$ cat src/rtl/fifo_vc_umbral_pkg.sv
// Shared definitions for the VC FIFO: threshold field positions, default sizes
// and the push/pop classification used by the occupancy counter.
package fifo_vc_umbral_pkg;

    localparam int UMBRAL_AF_MSB = 7;
    localparam int UMBRAL_AF_LSB = 4;
    localparam int UMBRAL_AE_MSB = 3;
    localparam int UMBRAL_AE_LSB = 0;

    localparam int DATA_W_DEF = 6;
    localparam int ADDR_W_DEF = 2;

    typedef enum logic [1:0] {
        OP_IDLE = 2'b00,
        OP_PUSH = 2'b01,
        OP_POP  = 2'b10,
        OP_BOTH = 2'b11
    } op_e;

    function automatic op_e op_kind(input logic push, input logic pop);
        return op_e'({pop, push});
    endfunction

endpackage

$ cat src/rtl/fifo_vc_umbral_memoria_dual.sv
// DEPTH x DATA_W storage with one synchronous write port and one registered
// read port; a same-address read and write returns the old word.
module memoria_dual #(
    parameter int DATA_W = 6,
    parameter int ADDR_W = 2
) (
    input  logic              clk,
    input  logic              reset,
    input  logic              we,
    input  logic [ADDR_W-1:0] waddr,
    input  logic [DATA_W-1:0] wdata,
    input  logic              re,
    input  logic [ADDR_W-1:0] raddr,
    output logic [DATA_W-1:0] rdata
);
    localparam int DEPTH = 1 << ADDR_W;

    logic [DATA_W-1:0] mem [DEPTH];

    // Storage is intentionally left uninitialised; only the read register resets.
    always_ff @(posedge clk) begin
        if (we) mem[waddr] <= wdata;
    end

    always_ff @(posedge clk) begin
        if (reset)   rdata <= '0;
        else if (re) rdata <= mem[raddr];
    end

endmodule

$ cat src/rtl/fifo_vc_umbral.sv
// Virtual-channel FIFO with programmable almost-full/almost-empty thresholds
// and a sticky overflow/underflow error flag.
module fifo_vc_umbral
    import fifo_vc_umbral_pkg::*;
#(
    parameter int DATA_W = DATA_W_DEF,
    parameter int ADDR_W = ADDR_W_DEF
) (
    input  logic              clk,
    input  logic              reset,
    input  logic [7:0]        umbral_VCFC,
    input  logic              wr_en,
    input  logic [DATA_W-1:0] data_in,
    input  logic              rd_en,
    output logic [DATA_W-1:0] data_out,
    output logic              valid_out,
    output logic              FIFO_full,
    output logic              FIFO_empty,
    output logic              almost_full,
    output logic              almost_empty,
    output logic              FIFO_error
);
    localparam int              DEPTH   = 1 << ADDR_W;
    localparam logic [ADDR_W:0] DEPTH_C = (ADDR_W + 1)'(DEPTH);

    logic [ADDR_W-1:0] wr_ptr, rd_ptr;
    logic [ADDR_W:0]   count;
    logic              push_ok, pop_ok, err_ev;
    logic [7:0]        cnt_ext, af_ext, ae_ext;
    op_e               op;

    // A full FIFO still takes a push when a pop frees a slot in the same cycle.
    assign push_ok = wr_en && (!FIFO_full || rd_en);
    assign pop_ok  = rd_en && !FIFO_empty;
    assign err_ev  = (wr_en && FIFO_full && !rd_en) || (rd_en && FIFO_empty);
    assign op      = op_kind(push_ok, pop_ok);

    assign cnt_ext      = 8'(count);
    assign af_ext       = 8'(umbral_VCFC[UMBRAL_AF_MSB:UMBRAL_AF_LSB]);
    assign ae_ext       = 8'(umbral_VCFC[UMBRAL_AE_MSB:UMBRAL_AE_LSB]);
    assign FIFO_full    = (count == DEPTH_C);
    assign FIFO_empty   = (count == '0);
    assign almost_full  = (cnt_ext >= af_ext);
    assign almost_empty = (cnt_ext <= ae_ext);

    always_ff @(posedge clk) begin
        if (reset) begin
            wr_ptr     <= '0;
            rd_ptr     <= '0;
            count      <= '0;
            valid_out  <= 1'b0;
            FIFO_error <= 1'b0;
        end else begin
            if (push_ok) wr_ptr <= wr_ptr + 1'b1;
            if (pop_ok)  rd_ptr <= rd_ptr + 1'b1;
            case (op)
                OP_PUSH: count <= count + 1'b1;
                OP_POP:  count <= count - 1'b1;
                default: count <= count;
            endcase
            valid_out <= pop_ok;
            if (err_ev) FIFO_error <= 1'b1;
        end
    end

    memoria_dual #(
        .DATA_W (DATA_W),
        .ADDR_W (ADDR_W)
    ) u_mem (
        .clk   (clk),
        .reset (reset),
        .we    (push_ok && !reset),
        .waddr (wr_ptr),
        .wdata (data_in),
        .re    (pop_ok),
        .raddr (rd_ptr),
        .rdata (data_out)
    );

endmodule
$ cat config.mk
export PLATFORM = sky130hd
export DESIGN_NAME = fifo_vc_umbral
export DESIGN_NICKNAME = d
export VERILOG_FILES = /design/src/rtl/fifo_vc_umbral_pkg.sv /design/src/rtl/fifo_vc_umbral_memoria_dual.sv /design/src/rtl/fifo_vc_umbral.sv
export SDC_FILE = /design/constraint.sdc
export NUM_CORES = 1
export LEC_CHECK = 0
export ABC_AREA = 1
export CAP_MARGIN = 20
export CORE_MARGIN = 10
export CORE_UTILIZATION = 34
export DETAILED_ROUTE_END_ITERATION = 7
export SYNTH_ARGS = -nofsm -noshare
export SYNTH_HDL_FRONTEND = slang
export SYNTH_SLANG_ARGS = --single-unit
export TNS_END_PERCENT = 1
$ cat constraint.sdc
create_clock -name clk -period 3.8 [get_ports clk]
set_clock_uncertainty 0.05 [all_clocks]
set_input_delay 0.76 -clock clk [delete_from_list [all_inputs] [get_ports clk]]
set_output_delay 0.76 -clock clk [all_outputs]
set_load 0.05 [all_outputs]
==> results.toml <==
[sta]
worst_pin_slew_ns = 0.637
rsz0062_at_grt = "no"
fin_crit_ns = 2.86
setup_violations = 0
max_freq_mhz = 350
slew_headroom = 0.574
drv_slew = 0
min_period_over_period = 0.753
finalHoldViolCount = 0
tns_ns = 0

[die]
initial_core_util = 0.358
rows = 27
io_pins = 30
die_y_um = 97.0
dieArea_um2 = 9410
die_x_um = 97.0
core-area_um2 = 5640

[cts]
clk_pin_slew_worst_paths_ns = 0.07
cts_tree = "built"
cts_made_buffers = 5
cts_max_path_buffers = 2
htree_num_levels = 2
cts_resized = 0
clock_sinks = 39
post_cts.repair.setup_buffers = 0
clock_latency_ns = 0.30
ctsHoldBuffers = 0
cts_root_buffer = "clkbuf_8"

[critical_path]
cp.required_ns = 2.99
crit_path_start = "umbral_VCFC[2]"
crit_type = "in2out"
critical_path.max_fanout = 3
cp-start-kind = "input port"
r2r_start = "count[2]"
end_kind = "output pin"
arrival_ns = 2.05

[worst_hold_path]
hold_path.class = "reg2reg"
hold_start = "u_mem.rdata[4]"

[synthesis]
ys_warn_count = 0
synth_seq_area_share = 0.506
synthesis.area_um2 = 2020
ys_types = 25
syn_nets = 263
avgSynthCellArea_um2 = 8.66
ys_seq_elements = 39
synthCells = 233

[route]
dr.pass1.iters = 4
ant_nets = 0
wl_um = 3810
wl_per_cell_um = 11.3
drc = 0
routed_via_density = 4.21
drt_iter0_markers = 52
num_vias = 1422

[global_routing]
grt_pass1_wl_um = 6480
antenna_found_initial = 0
grt.total_usage = 0.0822
overflow = 0
grt_max_degree = 17
grt_pass1_vias = 1326

[layout]
nets = 295
final_cell_mix = "inv_1, nand2_1, clkdlybuf4s50_1, edfxtp_1"
syn_to_final_growth_pct = 21.5
diodes = 0
instances_no_fill = 338
drive_above_1_share = 0.0940

[power]
vdd_drop_max_uv = 350
pwr_density_cell_nw_per_um2 = 627
p_leak_nw = 1.14
total_power_w = 0.00154

[flow_run]
drv_cap = 0

[place]
hpwlAfterDp_um = 2710
place_inst = 330
gp_congestion = 0.732
port_buffers = 29

[run_status]
status = "finished, final reports clean"
routing by layer:
metal	wire (um)	GRT usage	share of wire
met5	0	0	0
met4	65	0.0372	0.017
met3	145	0.0227	0.038
met2	1690	0.123	0.44
met1	1910	0.107	0.50
state kept, by name, indices dropped and copies added (netlist names):
name and cells:
valid_out 1, u_mem.mem 24, u_mem.rdata 6, rd_ptr 2
count 3, FIFO_error 1, wr_ptr 2
synth_stat cells:
master	n	area, um2
ha_1	11	138
nand3_1	21	105
nand2_1	53	199
nand4_1	2	12.5
o21ai_2	1	8.76
inv_1	53	199
fa_1	1	20.0
buf_6	3	33.8
nand3b_1	1	7.51
nor3_1	1	5.00
inv_2	4	15.0
o21ai_0	3	15.0
nor2_2	2	12.5
nor2_4	1	11.3
nand3_2	1	10.0
buf_4	1	7.51
o21bai_1	1	7.51
edfxtp_1	24	721
nand2_2	1	6.26
nand2_4	4	45.0
a21oi_2	1	8.76
a21oi_1	6	30.0
nor2_1	21	78.8
buf_12	1	20.0
dfxtp_1	15	300
metrics by stage:
| step | instance area (um2) | worst slack, ns | hold WS, ns | utilization |
|---|---|---|---|---|
| after floorplan | 2020 | 1.30 | 0.452 | - |
| after global placement | 2340 | 0.951 | 0.455 | 0.415 |
| after detailed placement | 2340 | 0.934 | 0.455 | 0.415 |
| after CTS | 2450 | 0.934 | 0.468 | 0.434 |
| after global routing | 2450 | 0.852 | 0.494 | 0.434 |
| final | 2450 | 0.940 | 0.466 | 0.434 |
area by class of cell:
| type | instances | area, um2 |
|---|---|---|
| inverters | 57 | 214 |
| repair buffers | 30 | 293 |
| fillers | 569 | 3190 |
| flip-flops and latches | 39 | 1020 |
| multi-input cells | 132 | 721 |
| clock inverters | 3 | 42.5 |
| clock buffers | 5 | 68.8 |
| well taps | 72 | 90.1 |
cells by family after synthesis:
kind of cell	Yosys count	share of synthesized area
AND/OR/NAND/NOR	108	0.244
flip-flops	39	0.506
adder cells (fa/ha/maj)	12	0.0782
buffers and inverters	62	0.136
AO/OA/AOI/OAI	12	0.0347
critical path: stages:
cell and delay, ns:
clkdlybuf4s50_1 0.46, inv_1 0.04, ha_1 0.31, a21oi_1 0.12, o21ai_0 0.09, nand3b_1 0.08, buf_4 0.19
power by group:
part           switching (W)  total [W]  internal, W
registers          0.0000603   0.000566     0.000506
clock network       0.000151   0.000346     0.000196
logic               0.000408   0.000623     0.000216
total               0.000619    0.00154     0.000917
worst paths after layout:
path / end / slack, ns / cells after the start
worst max-delay path: almost_empty / 0.94 / 7
worst min-delay path: u_mem.rdata[4] / 0.47 / 4
worst max register to register: count[2] / 1.77 / 13
worst min register to register: u_mem.rdata[4] / 0.47 / 4
No activity file was read; power rests on OpenSTA's default activity.
